File: src/rtl/bram_stream_reader_if.sv
// Bus bundle for the BRAM1 read-side DMA: control/status, BRAM port 0 and the pixel stream.
// The slave modport is the reader; the master modport is the host/BRAM/consumer side.
interface bram_stream_reader_if #(
    parameter int DATA_WIDTH = 8,
    parameter int ADDR_WIDTH = 16
);
    logic                  i_start;
    logic [ADDR_WIDTH-1:0] i_num_cnt;
    logic                  o_idle;
    logic                  o_busy;
    logic                  o_done;
    logic                  o_ce;
    logic                  o_we;
    logic [ADDR_WIDTH-1:0] o_addr;
    logic [DATA_WIDTH-1:0] i_q;
    logic                  o_valid;
    logic [DATA_WIDTH-1:0] o_data;
    logic                  o_last;
    logic                  i_ready;

    modport slave (
        input  i_start, i_num_cnt, i_q, i_ready,
        output o_idle, o_busy, o_done, o_ce, o_we, o_addr, o_valid, o_data, o_last
    );

    modport master (
        output i_start, i_num_cnt, i_q, i_ready,
        input  o_idle, o_busy, o_done, o_ce, o_we, o_addr, o_valid, o_data, o_last
    );
endinterface

File: src/rtl/bram_stream_reader.sv
// Reads N pixels from BRAM1 port 0 in ascending order and streams them out over valid/ready
// with a last flag, through a 2-entry skid FIFO that absorbs the 1-cycle BRAM read latency.
//
// state  | meaning
// IDLE   | waiting for i_start; count latched on accept
// RUN    | issuing reads and delivering beats until the last beat is accepted
// DONE   | one-cycle completion pulse, then back to IDLE
module bram_stream_reader #(
    parameter int DATA_WIDTH = 8,
    parameter int ADDR_WIDTH = 16
) (
    input  logic                 clk,
    input  logic                 rst,
    bram_stream_reader_if.slave  bus
);
    typedef enum logic [1:0] {S_IDLE, S_RUN, S_DONE} state_t;

    localparam logic [ADDR_WIDTH-1:0] ONE = {{(ADDR_WIDTH-1){1'b0}}, 1'b1};

    state_t                r_state, w_state_nxt;
    logic [ADDR_WIDTH-1:0] r_cnt, r_issue, r_accept, r_addr;
    logic                  r_inflight, r_inflight_last;
    logic [DATA_WIDTH-1:0] r_fifo_data [2];
    logic                  r_fifo_last [2];
    logic                  r_rd_ptr, r_wr_ptr;
    logic [1:0]            r_fcount;

    logic                  w_valid, w_pop, w_issue, w_start_ok;
    logic                  w_idle, w_busy, w_done;
    logic [2:0]            w_occ;

    assign w_valid = (r_fcount != 2'd0);
    assign w_pop   = w_valid & bus.i_ready;
    // Occupancy after this cycle's pop; i_ready reaches o_ce combinationally through here,
    // a deliberate path that the synthesis constraints must cover.
    assign w_occ   = {1'b0, r_fcount} + {2'b00, r_inflight} - {2'b00, w_pop};
    assign w_issue = (r_state == S_RUN) && (r_issue < r_cnt) && (w_occ < 3'd2);

    always_ff @(posedge clk or posedge rst) begin
        if (rst) r_state <= S_IDLE;
        else     r_state <= w_state_nxt;
    end

    always_comb begin
        w_state_nxt = r_state;
        w_idle      = 1'b0;
        w_busy      = 1'b0;
        w_done      = 1'b0;
        w_start_ok  = 1'b0;
        case (r_state)
            S_IDLE: begin
                w_idle = 1'b1;
                if (bus.i_start) begin
                    w_start_ok  = 1'b1;
                    w_state_nxt = (bus.i_num_cnt == '0) ? S_DONE : S_RUN;
                end
            end
            S_RUN: begin
                w_busy = 1'b1;
                if (w_pop && (r_accept == r_cnt - ONE)) w_state_nxt = S_DONE;
            end
            S_DONE: begin
                w_done      = 1'b1;
                w_state_nxt = S_IDLE;
            end
            default: w_state_nxt = S_IDLE;
        endcase
    end

    always_ff @(posedge clk or posedge rst) begin
        if (rst) begin
            r_cnt           <= '0;
            r_issue         <= '0;
            r_accept        <= '0;
            r_addr          <= '0;
            r_inflight      <= 1'b0;
            r_inflight_last <= 1'b0;
            r_rd_ptr        <= 1'b0;
            r_wr_ptr        <= 1'b0;
            r_fcount        <= 2'd0;
            for (int k = 0; k < 2; k++) begin
                r_fifo_data[k] <= '0;
                r_fifo_last[k] <= 1'b0;
            end
        end else begin
            if (w_start_ok) begin
                r_cnt    <= bus.i_num_cnt;
                r_issue  <= '0;
                r_accept <= '0;
            end
            if (w_issue) begin
                r_issue <= r_issue + ONE;
                r_addr  <= r_issue;
            end
            r_inflight      <= w_issue;
            r_inflight_last <= w_issue && (r_issue == r_cnt - ONE);
            if (r_inflight) begin
                r_fifo_data[r_wr_ptr] <= bus.i_q;
                r_fifo_last[r_wr_ptr] <= r_inflight_last;
                r_wr_ptr              <= ~r_wr_ptr;
            end
            if (w_pop) begin
                r_rd_ptr <= ~r_rd_ptr;
                r_accept <= r_accept + ONE;
            end
            r_fcount <= r_fcount + {1'b0, r_inflight} - {1'b0, w_pop};
        end
    end

    assign bus.o_idle  = w_idle;
    assign bus.o_busy  = w_busy;
    assign bus.o_done  = w_done;
    assign bus.o_ce    = w_issue;
    assign bus.o_we    = 1'b0;
    assign bus.o_addr  = w_issue ? r_issue : r_addr;
    assign bus.o_valid = w_valid;
    assign bus.o_data  = w_valid ? r_fifo_data[r_rd_ptr] : '0;
    assign bus.o_last  = w_valid & r_fifo_last[r_rd_ptr];
endmodule

File: src/flat_wrapper.sv
// flat-port wrapper written by rule: the top's interface ports become plain ports
module bram_stream_reader_flat 
#(
    parameter int DATA_WIDTH = 8,
    parameter int ADDR_WIDTH = 16
)
  (clk, rst, bus_i_start, bus_i_num_cnt, bus_i_q, bus_i_ready, bus_o_idle, bus_o_busy, bus_o_done, bus_o_ce, bus_o_we, bus_o_addr, bus_o_valid, bus_o_data, bus_o_last);
  bram_stream_reader_if #(.DATA_WIDTH(DATA_WIDTH), .ADDR_WIDTH(ADDR_WIDTH)) bus_i ();
  input  logic clk;
  input  logic rst;
  input wire logic [$bits(bus_i.i_start)-1:0] bus_i_start;
  input wire logic [$bits(bus_i.i_num_cnt)-1:0] bus_i_num_cnt;
  input wire logic [$bits(bus_i.i_q)-1:0] bus_i_q;
  input wire logic [$bits(bus_i.i_ready)-1:0] bus_i_ready;
  output wire logic [$bits(bus_i.o_idle)-1:0] bus_o_idle;
  output wire logic [$bits(bus_i.o_busy)-1:0] bus_o_busy;
  output wire logic [$bits(bus_i.o_done)-1:0] bus_o_done;
  output wire logic [$bits(bus_i.o_ce)-1:0] bus_o_ce;
  output wire logic [$bits(bus_i.o_we)-1:0] bus_o_we;
  output wire logic [$bits(bus_i.o_addr)-1:0] bus_o_addr;
  output wire logic [$bits(bus_i.o_valid)-1:0] bus_o_valid;
  output wire logic [$bits(bus_i.o_data)-1:0] bus_o_data;
  output wire logic [$bits(bus_i.o_last)-1:0] bus_o_last;
  assign bus_i.i_start = bus_i_start;
  assign bus_i.i_num_cnt = bus_i_num_cnt;
  assign bus_i.i_q = bus_i_q;
  assign bus_i.i_ready = bus_i_ready;
  assign bus_o_idle = bus_i.o_idle;
  assign bus_o_busy = bus_i.o_busy;
  assign bus_o_done = bus_i.o_done;
  assign bus_o_ce = bus_i.o_ce;
  assign bus_o_we = bus_i.o_we;
  assign bus_o_addr = bus_i.o_addr;
  assign bus_o_valid = bus_i.o_valid;
  assign bus_o_data = bus_i.o_data;
  assign bus_o_last = bus_i.o_last;
  bram_stream_reader #(.DATA_WIDTH(DATA_WIDTH), .ADDR_WIDTH(ADDR_WIDTH)) u_core (.clk(clk), .rst(rst), .bus(bus_i));
endmodule
File: config.mk
export PLATFORM = sky130hd
export DESIGN_NAME = bram_stream_reader_flat
export DESIGN_NICKNAME = d
export VERILOG_FILES = /design/src/rtl/bram_stream_reader_if.sv /design/src/rtl/bram_stream_reader.sv /design/src/flat_wrapper.sv
export SDC_FILE = /design/constraint.sdc
export NUM_CORES = 1
export LEC_CHECK = 0
export BUFFER_PORTS_ARGS = -buffer_cell sky130_fd_sc_hd__buf_2
export CORE_ASPECT_RATIO = 1.5
export CORE_UTILIZATION = 34
export DETAILED_ROUTE_END_ITERATION = 12
export SLEW_MARGIN = 20
export SYNTH_ARGS = -nofsm -noshare
export SYNTH_HDL_FRONTEND = slang
export SYNTH_SLANG_ARGS = --single-unit
File: constraint.sdc
create_clock -name clk -period 3.45 [get_ports clk]
set_input_delay 0.345 -clock clk [delete_from_list [all_inputs] [get_ports clk]]
set_output_delay 0.345 -clock clk [all_outputs]
set_load 0.01 [all_outputs]
# Yosys cells after proc, flatten, opt, wreduce, memory -nomap -nowiden
# Index checks and enable logic that the tools add are counted.
# op_classes
n_addsub	7
n_lt_le_gt_ge	5
n_eq_ne	6
muxes	26
bitwise_logic	6
n_reduce_logical	11
# op_table
cell	n
16-bit 2-to-1 mux	4
8-bit 2-to-1 mux	5
16-bit by 1-bit adder with 16-bit output, second input constant	2
16-bit equality test	2
16-bit bitwise mux	1
16-bit zero test	1
16-bit less-than comparator	1
16-bit by 1-bit subtractor with 16-bit output, second input constant	1
1-bit 2-to-1 mux	9
8-bit demux with 1-bit select	1
2-bit 2-to-1 mux	3
2-bit nonzero test	3
1-bit logical AND	5
2-bit >= comparator, second input constant	2
2-bit != test, second input constant	2
1-bit NOT with 2-bit output	2
2-bit case mux with 2 select lines	1
2-bit by 1-bit adder with 3-bit output	1
3-bit by 2-bit less-than comparator with 1-bit output, second input constant	1
3-bit by 1-bit subtractor with 3-bit output	1
2-bit by 1-bit adder with 2-bit output	1
1-bit AND	2
2-bit bitwise mux	1
2-bit by 1-bit equality test with 1-bit output, second input constant	1
other kinds (7)	8
# totals
reg_bits	90
inputBits	28
wordCells	75

# Logic depth before layout (Yosys ltp)
# logic_depth
depth_word	6
mapped_depth	14
mapped_depth_nobuf	13

# Worst setup path after synthesis
# No wires, ideal clock.
# synth_path
path_kind	register to output
from	register u_core.r_fcount[1]
to	output bus_o_addr[0]
arrival_ps	2972
t_required_ps	3105
slack_ps	133
stages_incl_launch_ff	14
path_cell_list	dfrtp_1 -> o21ai_1 -> inv_1 -> ha_1 -> inv_1 -> ha_1 -> inv_1 -> fa_1 -> xnor2_1 -> nand4b_1 -> a21oi_1 -> nand2_1 -> clkbuf_1 -> o21ai_0
# synth_via
elab_chain_len	6
elab_cells_between_ends	7
cone_classes	add/sub (2); order compare (1); mux (1); bitwise (1); reduce/logical (2)
# synth_lines
element	line	source
start: declaration	bram_stream_reader.sv:26	logic [1:0] r_fcount;
start signal: assignment	bram_stream_reader.sv:106	r_fcount <= r_fcount + {1'b0, r_inflight} - {1'b0, w_pop};
2-bit nonzero test	bram_stream_reader.sv:32	assign w_valid = (r_fcount != 2'd0);
1-bit AND	bram_stream_reader.sv:33	assign w_pop = w_valid & bus.i_ready;
named net u_core.w_pop	bram_stream_reader.sv:28	logic w_valid, w_pop, w_issue, w_start_ok;
3-bit by 1-bit subtractor with 3-bit output	bram_stream_reader.sv:36	assign w_occ = {1'b0, r_fcount} + {2'b00, r_inflight} - {2'b00, w_pop};
3-bit by 2-bit less-than comparator with 1-bit output	bram_stream_reader.sv:37	assign w_issue = (r_state == S_RUN) && (r_issue < r_cnt) && (w_occ < 3'd2);
1-bit logical AND	bram_stream_reader.sv:37	
16-bit 2-to-1 mux	bram_stream_reader.sv:115	assign bus.o_addr = w_issue ? r_issue : r_addr;
end: declaration	flat_wrapper.sv:20	output wire logic [$bits(bus_i.o_addr)-1:0] bus_o_addr;
# The timed path passes the listed nets, and every way through them passes these cells.

# Final worst setup path
# layout_path
from	register u_core.r_fcount[1]
to	output bus_o_addr[1]
# Same word-level chain as after synthesis.

==> flow_summary.toml <==
[die]
io_pins = 59
dieArea_um2 = 16300
coreArea_um2 = 15300
start_util_pct = 35.2
die_x_um = 105
die_h_um = 156
rows = 55

[synth]
yosys-top-cells-count = "dfrtp_1, o21ai_0, nand2_1"
synthAdderAreaFrac_pct = 5.26
synthSimpleGateAreaFrac_pct = 17.5
seq_area_frac_synth_pct = 41.9
synthFlopType = "dfrtp_1"
synth_compound_area_share_pct = 15.7
ys_async_sr_fraction_pct = 100
ys_top_cells_by_area = "dfrtp_1, o21ai_0, xnor2_1"
synth.avg_cell_area_um2 = 9.18
post-synth-top-count-cell = "dfrtp_1"
ys_ff_latch = 90
ys_types = 56
yosys.area_share.xor_xnor_pct = 6.93
syn_area_um2 = 5380
synth_top_cell_area_share_pct = 41.9
synth_top_family_by_area = "simple AND/OR/NAND/NOR gates"
synth_cells = 586
synth_edf_count = 0
synth.mux.area_fraction_pct = 7.54
yosys_warnings = 0
synth.net_count = 636
yosysTopAreaCell = "dfrtp_1"

[detailed_routing]
wl_per_cell_um = 16.9
antenna_left = 0
vias = 4710
drt_iter0_drc = 246
finalWirelength_mm = 14.4
drc = 0
avgViaCountPerCell = 5.52
dr.pass1.iters = 5

[timing]
period_needed_ps = 3370
final_max_slew_viol_count = 0
setup_viol = 0
final_hold_viol_count = 0
slew_headroom_pct = 48.7
fin_crit_sh_pct = 97.6
fmax_mhz = 297
timing.hold.ws_ps = 95.7
worst-slew-pin-transition_ps = 766
clock_skew_ps = 7.71
rsz0062_at_grt = "yes"
setup_tns_ps = 0

[worst_setup_path]
path_cells = "o21ai_2 > inv_2 > ha_4 > inv_2 > ha_4 > inv_2 > fa_2 > nand4b_1 > a21oi_2 > nand2_4 > buf_8 > mux2_4 > buf_6"
r2r_setup_slack_ps = 540
crit_path_end_kind = "output port"
timing.rr.start = "u_core.r_cnt[0]$_DFFE_PP0P_"
path_max_fanout = 6
r2r_cells = 8
worstPathArrival_ps = 3020
critPathBufInv = 5
crit_required_ps = 3110
crit_path_frequent_cell = "inv_2"
start_kind = "flop"
crit_type = "flop to output port"
reg2reg_to = "u_core.r_state[1]$_DFFE_PP0P_"
cpLargestDelayFamily = "adder cells"
cpMaxStageDelayCell = "fa_2"
critPathMaxStageDelay_ps = 540

[finish]
fin_nets = 699
fillCellCount = 1522
area_growth_pct = 19.1
num_antenna_cells = 0
multiInputGateArea_um2 = 2930
instances_no_fill = 853
drive_above_1_share_pct = 20.9
ff_latch_area_um2 = 2250

[placement]
dpl.cell_count = 827
gp_congestion = 0.880
port_buffers = 57
dpl.hpwl_mm = 10.7

[clock_network]
cts_buffers = 9
cts_tree = "done"
cts.clk_slew.worst_paths_ps = 60
worstSkewPairLatency_ps = 340
cts.path.max_buffers = 2
cts_max_level = 3
cts_hold_buf = 0
cts_root_buf = "clkbuf_16"
clkSinkCount = 90

[grt]
grt_remaining_overflow = 0
grt_pass1_vias = 4761
grt_use_met1_pct = 21.4
top_usage_layer = "met2"
use_met2_pct = 32.6
grt_max_degree = 91
grt_usage_pct = 18.4
grt_util_met3_pct = 2.09
grt_antenna_before_repair = 0
grt_pass1_wl_mm = 23.7

[pwr]
power_density_nw_per_um2 = 760
peakVddDrop_v = 0.000701
cellLeakagePower_uw = 0.00283
finalPower_uw = 4870

[flow_run]
drv_cap = 0

[status]
status = "finished, final reports clean"

[worst_hold_path]
hp-class = "input pin to asynchronous set/reset pin"
[per-layer routing]
metal,part of all wire (%),wire length [um],vias to the layer above
met5,0,0,-
met4,4.7,680,0
met3,3.8,546,39
met2,50,7160,151
met1,42,6060,2297
li1,-,-,2223
[logic make-up after synthesis]
| logic type | count (synthesis) |
|---|---|
| AO/OA/AOI/OAI | 140 |
| XOR/XNOR | 41 |
| adder cells (fa/ha/maj) | 22 |
| buffers and inverters | 72 |
| flip-flops | 90 |
| multiplexers | 38 |
| other | 1 |
| AND/OR/NAND/NOR | 182 |
[area by class of cell]
type	instances	share of cell area [%]
clock buffer	10	3.58
clock inverter	6	0.664
inverter	43	2.58
multi-input combinational	424	45.8
sequential	90	35.2
tap	199	3.89
timing repair buffer	81	8.30
[sequential cells by signal (all words and copies together) (netlist names)]
register / cells
u_core.r_inflight: 1
u_core.r_fifo_data: 16
u_core.r_accept: 16
u_core.r_wr_ptr: 1
u_core.r_fifo_last: 2
u_core.r_rd_ptr: 1
u_core.r_inflight_last: 1
u_core.r_issue: 16
u_core.r_addr: 16
u_core.r_cnt: 16
u_core.r_state: 2
u_core.r_fcount: 2
[layout by cell type (no fill, tap or decap), types with 13 or more instances in the layout]
cell type,n
nand3_1,21
xnor2_1,34
buf_4,18
inv_1,38
mux2i_1,18
nand2_1,49
o21ai_0,41
buf_2,56
ha_1,19
dfrtp_1,90
mux2_2,19
nor2_1,36
nor3_1,13
o21ai_1,26
o211ai_1,14
[metrics by stage]
step	worst slack, ps	area, um^2	utilization (%)
after global placement	215	5920	38.7
after CTS	-2.18	6290	41.1
after global routing	-27.2	6400	41.9
after detailed placement	108	5920	38.7
final	84.2	6400	41.9
after floorplan	133	5380	-
[power breakdown]
group	leakage [uW]	internal [uW]	switching, uW
Sequential	0.00110	1320	248
Combinational	0.00160	1120	1270
Clock	0.000129	490	420
Total	0.00283	2930	1930
[timing repair]
item,4_1_cts,5_1_grt
cloned,1,1
pin swaps,4,4
setup endpoints to repair,17,17
resized for setup,22,32
setup buffers,4,4
[worst register-to-register path: stages (launching register included)]
cell	delay, ps
dfrtp_1	430
inv_1	80
ha_1	250
xnor2_1	300
xnor2_1	130
or4b_1	490
or4_1	580
nor4_1	350
a41o_1	220
[worst max-delay path by stage]
stage,from,to,cells after the start
3_5_place_dp,u_core.r_fcount[0]$_DFF_PP0_,bus_o_addr[8],14
4_1_cts,u_core.r_fcount[0]$_DFF_PP0_,bus_o_addr[7],14
6_report,u_core.r_fcount[1]$_DFF_PP0_,bus_o_addr[1],13
3_3_place_gp,bus_i_ready,bus_o_addr[1],15
5_1_grt,u_core.r_fcount[1]$_DFF_PP0_,bus_o_addr[1],13
2_1_floorplan,u_core.r_fcount[1]$_DFF_PP0_,bus_o_addr[0],13
Note: power is estimated with default switching activity, not from simulation.
